**src/rtl/bit_serializer_pkg.sv**
```systemverilog
// Shared definitions for the serial path.
//   ser_state_t : serializer FSM state encoding
//   GAP_CW      : width of the inter-frame gap counter (gaps of 0..15 cycles)
//   ser_clog2   : ceiling log2 for sizing counters; never returns less than 1
package bit_serializer_pkg;

   typedef enum logic [1:0] {
      ST_IDLE  = 2'b00,
      ST_SHIFT = 2'b01,
      ST_GAP   = 2'b10
   } ser_state_t;

   localparam int GAP_CW = 4;

   function automatic int ser_clog2(input int value);
      int r;
      r = 0;
      while ((1 << r) < value) r++;
      if (r < 1) r = 1;
      return r;
   endfunction

endpackage

```
**src/rtl/bit_serializer_frame_bit_counter.sv**
```systemverilog
// Bit position counter for one serialized frame.
//   clk, reset : clock and asynchronous active-high reset
//   clear      : return the count to 0 (takes priority over inc)
//   inc        : advance one bit position
//   last       : count is on the final bit of the frame (WIDTH-1)
module frame_bit_counter
   import bit_serializer_pkg::*;
#(
   parameter int WIDTH = 8
) (
   input  logic clk,
   input  logic reset,
   input  logic clear,
   input  logic inc,
   output logic last
);

   localparam int CW = ser_clog2(WIDTH);

   logic [CW-1:0] count;

   always_ff @(posedge clk or posedge reset) begin
      if (reset)
         count <= '0;
      else if (clear)
         count <= '0;
      else if (inc)
         count <= count + 1'b1;
   end

   assign last = (count == CW'(WIDTH - 1));

endmodule

```
**src/rtl/bit_serializer.sv**
```systemverilog
// Parallel-to-serial stage feeding the serial sequence detectors.
// Words arrive over valid/ready and leave one bit per clock, with a
// one-word hold buffer so consecutive frames run without a bubble.
//   clk, reset  : clock and asynchronous active-high reset
//   load_data   : word to serialize
//   load_valid  : load_data is valid
//   load_ready  : a word can be accepted (hold buffer empty)
//   dout        : serial bit, forced 0 when not valid
//   dout_valid  : dout carries a frame bit
//   frame_done  : pulse with the last bit of each frame
//   busy        : FSM active or a word is held
//
// state    | meaning
// ---------+-----------------------------------------------------------
// ST_IDLE  | no frame in flight; outputs idle zeros
// ST_SHIFT | emitting one bit per clock from the shift register
// ST_GAP   | GAP_CYCLES idle cycles between frames
module bit_serializer
   import bit_serializer_pkg::*;
#(
   parameter int WIDTH      = 8,
   parameter bit MSB_FIRST  = 1'b1,
   parameter int GAP_CYCLES = 0
) (
   input  logic             clk,
   input  logic             reset,
   input  logic [WIDTH-1:0] load_data,
   input  logic             load_valid,
   output logic             load_ready,
   output logic             dout,
   output logic             dout_valid,
   output logic             frame_done,
   output logic             busy
);

   localparam logic [GAP_CW-1:0] GAP_LAST =
      (GAP_CYCLES > 0) ? GAP_CW'(GAP_CYCLES - 1) : '0;

   ser_state_t        state;
   logic [WIDTH-1:0]  shift_q;
   logic [WIDTH-1:0]  hold_q;
   logic              hold_full;
   logic [GAP_CW-1:0] gap_cnt;
   logic              bit_last;
   logic              accept;
   logic              cur_bit;
   logic [WIDTH-1:0]  shift_next;

   assign load_ready = !hold_full;
   assign accept     = load_valid && load_ready;
   assign busy       = (state != ST_IDLE) || hold_full;

   assign cur_bit    = MSB_FIRST ? shift_q[WIDTH-1] : shift_q[0];
   assign shift_next = MSB_FIRST ? {shift_q[WIDTH-2:0], 1'b0}
                                 : {1'b0, shift_q[WIDTH-1:1]};

   // Held at zero outside SHIFT and cleared on the last bit, so every
   // frame starts from position 0 regardless of how it was loaded.
   frame_bit_counter #(
      .WIDTH (WIDTH)
   ) u_bit_cnt (
      .clk   (clk),
      .reset (reset),
      .clear ((state != ST_SHIFT) || bit_last),
      .inc   (state == ST_SHIFT),
      .last  (bit_last)
   );

   always_ff @(posedge clk or posedge reset) begin
      if (reset) begin
         state      <= ST_IDLE;
         shift_q    <= '0;
         hold_q     <= '0;
         hold_full  <= 1'b0;
         gap_cnt    <= '0;
         dout       <= 1'b0;
         dout_valid <= 1'b0;
         frame_done <= 1'b0;
      end else begin
         dout       <= 1'b0;
         dout_valid <= 1'b0;
         frame_done <= 1'b0;
         case (state)
            ST_IDLE: begin
               if (hold_full) begin
                  shift_q   <= hold_q;
                  hold_full <= 1'b0;
                  state     <= ST_SHIFT;
               end else if (accept) begin
                  shift_q <= load_data;
                  state   <= ST_SHIFT;
               end
            end
            ST_SHIFT: begin
               dout       <= cur_bit;
               dout_valid <= 1'b1;
               frame_done <= bit_last;
               shift_q    <= shift_next;
               if (bit_last) begin
                  if (GAP_CYCLES > 0) begin
                     state   <= ST_GAP;
                     gap_cnt <= '0;
                     if (accept) begin
                        hold_q    <= load_data;
                        hold_full <= 1'b1;
                     end
                  end else if (hold_full) begin
                     shift_q   <= hold_q;
                     hold_full <= 1'b0;
                  end else if (accept) begin
                     // hold is empty, so the new word skips it entirely
                     shift_q <= load_data;
                  end else begin
                     state <= ST_IDLE;
                  end
               end else if (accept) begin
                  hold_q    <= load_data;
                  hold_full <= 1'b1;
               end
            end
            ST_GAP: begin
               if (gap_cnt == GAP_LAST) begin
                  if (hold_full) begin
                     shift_q   <= hold_q;
                     hold_full <= 1'b0;
                     state     <= ST_SHIFT;
                  end else if (accept) begin
                     shift_q <= load_data;
                     state   <= ST_SHIFT;
                  end else begin
                     state <= ST_IDLE;
                  end
               end else begin
                  gap_cnt <= gap_cnt + 1'b1;
                  if (accept) begin
                     hold_q    <= load_data;
                     hold_full <= 1'b1;
                  end
               end
            end
            default: state <= ST_IDLE;
         endcase
      end
   end

endmodule

```
**config.mk**
```make
export PLATFORM = sky130hd
export DESIGN_NAME = bit_serializer
export DESIGN_NICKNAME = d
export VERILOG_FILES = /design/src/rtl/bit_serializer_pkg.sv /design/src/rtl/bit_serializer_frame_bit_counter.sv /design/src/rtl/bit_serializer.sv
export SDC_FILE = /design/constraint.sdc
export NUM_CORES = 1
export LEC_CHECK = 0
export BUFFER_PORTS_ARGS = -buffer_cell sky130_fd_sc_hd__buf_2
export CAP_MARGIN = 25
export CORE_MARGIN = 10
export CORE_UTILIZATION = 50
export CTS_BUF_LIST = sky130_fd_sc_hd__clkbuf_8
export DETAILED_ROUTE_END_ITERATION = 6
export PLACE_DENSITY_LB_ADDON = 0.12
export SYNTH_ARGS = -nofsm -noshare
export SYNTH_HDL_FRONTEND = slang
export SYNTH_SLANG_ARGS = --single-unit
export TNS_END_PERCENT = 20
```
**constraint.sdc**
```tcl
create_clock -name clk -period 3.7 [get_ports clk]
set_input_delay 0.74 -clock clk [delete_from_list [all_inputs] [get_ports clk]]
set_output_delay 0.74 -clock clk [all_outputs]
set_load 0.005 [all_outputs]
```
==> run summary, run 1 <==
The deepest clock path buffer count was 2. The number of buffers inserted during clock tree synthesis came out at 3. For the sum of negative setup slack, the log shows 0 ns.

For the detailed-routing iteration count for the pre-antenna-repair pass, the log shows 3. The cell depth of the worst hold path came out at 1. The count of input and output buffers is 15, and the global-route wire length before repair is 4.38 mm. The via count of the first global-routing pass was 951. The number of slew-limit violations in the final report came out at 0.

At the pin with the least slew margin, the transition time is 0.948 ns. The tools report the clock sink count as 24. STA classifies the critical path endpoint as a primary output.

Global routing consumed, on the met3 layer, 3.49% of the routing resources. The die width is 71.0 um, and the initial antenna violation count is 0. The floorplan step defined a core boundary enclosing 2480 um^2. The number of enable flip-flop cells after synthesis was 0.

The tools report the initial core utilization as 52.5%. For this run, the total global-route usage over all layers was measured as 10.5%. The tools report the fmax as 422 MHz.

After clock tree synthesis, the repair step resized 0 gates. Clock root buffer master: clkbuf_8. Entering global routing, the biggest net connects 28 pins. The count of nets left with antenna violations once routing finished came out at 0.

The tools report the type of origin of the critical path as a flop. The worst hold path belongs to the class reg2reg. In the global route stage, met1 resource usage came out at 11.6%. The number of different library cells used by synthesis comes to 28. The synthesized netlist occupies a cell area of 1300 um^2.

The number of DRC violations after detailed routing was 0. The headroom to the max-slew limit is 36.8%, and the total wirelength of the detailed-routed design is 2.51 mm. The area overhead of the layout relative to synthesis is 9.14%. Number of antenna repair diodes: 0. The tools report the worst-case setup slack after placement as 1.62 ns.

The vertical extent of the die came out at 71.0 um. Data on the critical path is required at its endpoint by 2.96 ns. VDD sags by at most 0.000405 V. The run gives 1.78 mm as the half-perimeter wire length after detailed placement. The run finished with clean final reports. The post-route total power is 980 uW, and the setup clock skew after layout is 0.00559 ns. Row generation in the floorplan step produced 18 rows. Clock-pin slew was measured on the worst setup and hold paths at 0.09 ns.

In the post-route analysis, the smallest setup slack over all paths is 1.33 ns. The congestion estimate from routability-driven global placement came to 0.722. The synthesis warning total is 0, and the DRC violation total after the first TritonRoute iteration is 59.

For this run, the register share of the synthesized area comes to 46.2%. After synthesis, the share of flip-flops with an asynchronous set or reset is 100%. H-tree depth: 1. The run gives 0.27 ns as the latest clock arrival within the worst-skew pair. The shortest period the worst path allows is 2.37 ns. For the met2 track demand over resource in global routing, the log shows 18.2%.

Type of the setup path with the least slack: reg2out. The floorplan die area was 5040 um^2; the average wire per standard cell was 15.6 um. The total power divided by cell area is 691 nW/um^2.

After detailed routing, the number of vias per cell comes to 5.60. Setup repair after global routing left no endpoint under its margin. The most used flip-flop cell after synthesis is dfrtp_1. Counting flops and latches in the post-synthesis netlist gives 24.

The tool flagged a number of max-cap violations equal to 0. Measured in cells, the most critical reg-to-reg path has a length of 5. The count of final setup violators is 0, and the setup fix buffers added after clock tree synthesis is 0. The layer flagged by global routing as most heavily used is met2. TritonCTS built the clock tree. In the finished design, the share of the clock period the worst path needs comes to 64.1%. Summed over all cells, the static leakage comes to 0.000667 uW. The share of cells above drive strength 1 was 33.6%; the maximum fanout encountered on the critical timing path was 27. The number of hold buffers added after CTS was 0.

In this run the count of I/O pins placed on the die edge is 16. The logs give 0 for the overflow left after global routing and 0 for the total count of hold-check failures in the final report. Detailed routing inserted a total of 901 vias. The number of nets in the synthesized netlist is 134. For the worst endpoint data arrival time, the log shows 1.63 ns. The synthesized instance count was 120; the synthesized area per cell was 10.8 um^2.

At the end of the flow, the number of nets in the layout was 146.
[synthesized netlist by cell type, types with 2 or more instances]
cell type / instances / share of area [%]
a21oi_1: 6 / 2.3
a31oi_1: 7 / 3.4
and2_1: 2 / 0.96
buf_2: 3 / 1.2
buf_4: 2 / 1.2
dfrtp_1: 24 / 46
ha_1: 3 / 2.9
inv_1: 5 / 1.4
mux2_2: 15 / 13
mux2i_1: 6 / 4.6
nand2_1: 3 / 0.87
nand2b_1: 7 / 3.4
nor2_1: 11 / 3.2
o211ai_1: 7 / 4.0
or2_2: 6 / 2.9
[path summary, 6_finish.rpt]
path	start	end	slack [ns]
worst min register to register	u_bit_cnt.count[0]$_DFFE_PP0P_	u_bit_cnt.count[0]$_DFFE_PP0P_	0.44
worst max-delay path	hold_full$_DFF_PP0_	busy	1.33
worst min-delay path	u_bit_cnt.count[0]$_DFFE_PP0P_	u_bit_cnt.count[0]$_DFFE_PP0P_	0.44
worst max register to register	u_bit_cnt.count[0]$_DFFE_PP0P_	hold_q[6]$_DFFE_PP0P_	1.74
max in group asynchronous	reset	u_bit_cnt.count[1]$_DFFE_PP0P_	2.49
min in group asynchronous	reset	shift_q[5]$_DFFE_PP0P_	0.66
[flip-flops by register name (all words and copies together) (netlist names)]
name and cells:
dout_valid 1, u_bit_cnt.count 3, frame_done 1, dout 1, hold_full 1, hold_q 8
shift_q 8, state 1
[worst max-delay path: stages, from the launching register on]
cell and delay, ns:
dfrtp_1 0.98, inv_1 0.17, nand2_1 0.11, buf_2 0.11
[logic make-up (layout without fill, tap and decap cells)]
family / Yosys count / count (layout) / share of synthesized area, %
flops: 24 / 24 / 46.2
mux: 21 / 21 / 17.6
simple gates: 36 / 36 / 16.7
fa+ha+maj: 3 / 3 / 2.89
compound gates: 23 / 23 / 11.5
buf+inv: 13 / 24 / 5.20
[cells in the final DEF (no fill, tap or decap)]
| master | n |
|---|---|
| buf_2 | 15 |
| and2_1 | 2 |
| nand2b_4 | 1 |
| or3b_2 | 1 |
| dfrtp_1 | 24 |
| nor3_2 | 1 |
| clkbuf_8 | 4 |
| or3_1 | 1 |
| nand2_1 | 3 |
| ha_1 | 3 |
| nand2b_1 | 7 |
| inv_1 | 5 |
| mux2_2 | 15 |
| nor3b_4 | 1 |
| a32oi_1 | 1 |
| and2_0 | 1 |
| nor2_1 | 11 |
| or2_2 | 6 |
| a31oi_1 | 7 |
| o211ai_1 | 7 |
| mux2i_1 | 6 |
| nor2b_1 | 1 |
| a2bb2oi_1 | 1 |
| a21oi_1 | 6 |
| o21ai_0 | 1 |
[per-layer routing]
| metal | vias up | wire, um | part of all wire [%] |
|---|---|---|---|
| met5 | - | 0 | 0 |
| met4 | 0 | 37 | 1.5 |
| met3 | 4 | 127 | 5.1 |
| met2 | 14 | 1200 | 48 |
| met1 | 442 | 1140 | 45 |
| li1 | 441 | - | - |
[final cells by class]
class	count	area, um^2
Fill cell	239	1060
Multi-Input combinational cell	83	632
Sequential cell	24	601
Timing Repair Buffer	15	75.1
Clock buffer	4	55.1
Tap cell	30	37.5
Inverter	5	18.8
[power by group]
group / internal, uW / switching (uW)
registers: 368 / 90.1
clock network: 94.9 / 82.3
logic: 190 / 155
[through the flow]
step	hold slack [ns]	instance area (um^2)	util, %	instances
floorplan	0.410	1300	-	120
global placement	0.424	1360	55.1	157
detailed placement	0.431	1360	55.1	157
CTS	0.442	1420	57.3	161
global route	0.463	1420	57.3	161
finish	0.439	1420	57.3	161
(Power assumes the default switching activity.)
==> inputs of run 2 (changes only) <==
--- a/config.mk
+++ b/config.mk
@@ -5,6 +5,7 @@
 export SDC_FILE = /design/constraint.sdc
 export NUM_CORES = 1
 export LEC_CHECK = 0
+export ABC_AREA = 1
 export BUFFER_PORTS_ARGS = -buffer_cell sky130_fd_sc_hd__buf_2
 export CAP_MARGIN = 25
 export CORE_MARGIN = 10
==> constraint.sdc (replaced) <==
create_clock -name clk -period 1.95 [get_ports clk]
set_input_delay 0.39 -clock clk [delete_from_list [all_inputs] [get_ports clk]]
set_output_delay 0.39 -clock clk [all_outputs]
set_load 0.005 [all_outputs]
==> run 2 against run 1 <==
Utilization grew 0.13 points. Sequential share of layout area is 0.48 points lower. Cell area rose by 1.1%. Hold slack worse by 0.28 ns. Largest cell class is now registers. Cell count up 32%. Combinational power rose by 100%. Die area rose by 1.7%. Highest routed layer unchanged.
==> run summary, run 2 <==
The run finished with clean final reports. The total count of hold-check failures in the final report is 0. Once placement finished, the instance area stood at 1390 um^2. The cell sitting at the root of the clock tree is a clkbuf_8. Clock latency on the worst-skew pair, taken at its later pin, is 0.26 ns.

The most used flip-flop cell after synthesis is dfrtp_1. TritonCTS built the clock tree. For the DRC violation total after the first TritonRoute iteration, the log shows 142. For the post-route total power, the log shows 1790 uW. In this run the remaining antenna-violating nets after routing total 0. Excluding fillers, the count of instances in the completed layout stands at 213. The pin count of the biggest net entering global routing is 25.

The core region area was 2500 um^2. Deepest clock path buffer count: 2. The run gives 1 as the H-tree depth.

At the pin with the least slew margin, the transition time is 0.374 ns. The type of the most critical hold path is in2async. The logs give 962 for the via count of the first global-routing pass and 210 for the number of placed cells counting well taps. The detailed-routing iteration count for the pre-antenna-repair pass was 4. After synthesis, the cell types taking the most area are dfrtp_1, nand2_1, nand3_1, nor2_1, a21oi_1. Ranked by instance count, the synthesized netlist is headed by nand2_1, dfrtp_1, nand3_1.

In this run the mean area of a mapped cell was 7.83 um^2. The routed via count is 1085. In the layout the commonest cells are nand2_1, dfrtp_1, nand3_1. Max-cap violations in this run came to 0. The mapped cell area is 1330 um^2. VDD sags by at most 0.000835 V. Walking the worst path, the cells encountered are clkinv_1 > buf_4 > buf_2.

The wire-length estimate of the detail-placed layout is 1.98 mm. The worst endpoint data arrival time is 1.36 ns. Subtracting the final worst setup slack from the clock period gives 1.75 ns.

The number of slew-limit violations in the final report was 0. For this run the aggregate overflow at the end of global routing stands at 0. The synthesized design spends more area on one cell type than any other, namely dfrtp_1. Buffer and inverter count on the worst path: 3. In this run the biggest area consumer among cell types represents 45.1% of the synthesized area.

The floorplan has 18 rows. In this run the power density over the cells is 1250 nW/um^2. The placer congestion estimate was 0.816.

During placement, the flow inserted port buffers numbering 15. The tools report the kind of end point of the critical path as a primary output. In this design, the stage delay of the slowest critical-path cell is 0.57 ns. For this design, the CTS-stage hold fixing added 0 buffers. The number of antenna repair diodes came out at 0. Measured against its own limit, the worst slew margin works out to 75.0%. For the setup clock skew after layout, the log shows 0.00641 ns. For the initial antenna violation count, the log shows 0. The post-synthesis cell type count came out at 18. The kind of cell with the highest combined delay along the critical path is flip-flops.

Wires add up to 2.77 mm. Cell with the most instances after synthesis: nand2_1. The average wire per standard cell came out at 13.0 um. The logic depth of the worst path, buffers included is 3, and the average vias per placed instance is 5.09.

The clock sink count is 24. After clock tree synthesis, the setup repair step added 0 buffers. The final period utilization is 89.6%. The number of buffers inserted during clock tree synthesis is 3. The number of cells traversed by the worst register-to-register path works out to 6. In this run the count of I/O pins placed on the die edge is 16. Setup repair after global routing left no endpoint under its margin. The floorplan step defined a die boundary enclosing 5130 um^2.

For the initial core utilization, the log shows 53.3%. The vertical extent of the die is 71.6 um. The type of origin of the critical path is a flop. Type of the setup path with the least slack: reg2out.

For this design, the slowest cell found on the critical path is dfrtp_1. Synthesis produced a netlist whose cell count is 170. The Yosys step of the flow raised 0 warnings. The die is 71.6 um wide.

The largest registers in the layout are hold_q (8), shift_q (8), u_bit_cnt.count (3). Counting flops with a built-in enable in the synthesized netlist gives 0. Setup violations remaining at the end of the flow were counted as 0. For the static leakage, the log shows 0.000759 uW. The net total in the final layout was 199; the data required time at the worst endpoint was 1.56 ns.

The post-route netlist has 18.6% of its cells at a drive strength greater than 1. The tools report the net count after synthesis as 184. The summed area of non-filler cells in the final layout was 1440 um^2.

Of all nets on the critical path, the largest fanout is 16. The number of synthesized register bits was 24; the sum of negative setup slack was 0 ns. The library cell used most frequently in the layout, excluding fill and tap cells, is nand2_1.

Of the synthesized area, sequential elements account for 45.1%. Across every metal layer, demand over resource in global routing totals 10.9%. The number of gates resized after CTS was 0. The first global-routing pass estimated 4.64 mm of wire. After clock tree synthesis, the clock-pin slew on the worst setup and hold paths is 0.09 ns. For this run, design rule violations remaining after detail routing come to 0. For the filler cell count, the log shows 248. Timing would allow up to 572 MHz. Area overhead of the layout relative to synthesis: 7.80%. For the worst-case register-to-register setup slack, the log shows 0.33 ns. Counting flops with an async set or reset pin after synthesis yields a share of 100%.
[run 2: cell count changes after synthesis, moves of 8 or more]
cell and change:
a21oi_1 +8, nand3_1 +22, nor2_1 +8, o21ai_2 +8
mux2_2 -15, nand2_1 +45, inv_1 +10
[run 2: through the flow]
stage               setup slack, ns  utilization (%)  hold WS [ns]
detailed placement            0.307             55.8         0.423
finish                        0.203             57.4         0.159
CTS                           0.190             57.4         0.173
global placement              0.380             55.8         0.419
global route                 0.0952             57.4         0.186
floorplan                     0.528                -         0.355
[run 2: cells by family after synthesis]
logic type                 share of synthesized area (%)
AOI/OAI and AO/OA                                   11.5
adders and majority gates                           2.82
buffers and inverters                               10.5
DFF                                                 45.1
and+or+nand+nor                                     30.1
[run 2: layout make-up]
class                           count  area [um^2]  area share (%)
Timing Repair Buffer               18         97.6            6.80
Multi-Input combinational cell    120          591            41.2
Clock buffer                        3         41.3            2.88
Tap cell                           30         37.5            2.62
Sequential cell                    24          601            41.8
Inverter                           18         67.6            4.71
[run 2: worst paths after layout]
kind | start | end
max | hold_full$_DFF_PP0_ | load_ready
min | reset | shift_q[4]$_DFFE_PP0P_
max reg2reg | u_bit_cnt.count[0]$_DFFE_PP0P_ | hold_q[6]$_DFFE_PP0P_
min reg2reg | u_bit_cnt.count[0]$_DFFE_PP0P_ | u_bit_cnt.count[0]$_DFFE_PP0P_
max in group asynchronous | reset | u_bit_cnt.count[2]$_DFFE_PP0P_
min in group clk | load_data[0] | hold_q[0]$_DFFE_PP0P_
[run 2: worst min-delay path, cell delays in order]
cell and delay, ns:
buf_2 0.10, inv_1 0.04, buf_4 0.30
[run 2: layer usage]
layer | GRT usage (%) | vias up | routed length (um)
met4 | 3.23 | 0 | 31
met3 | 3.31 | 4 | 187
met5 | 0 | - | 0
met1 | 15.1 | 484 | 1350
li1 | - | 564 | -
met2 | 15.7 | 33 | 1200
[run 2: power breakdown]
part | leakage (uW) | internal, uW | switching, uW
logic | 0.000442 | 286 | 405
clock network | 0.0000216 | 138 | 154
registers | 0.000296 | 682 | 129
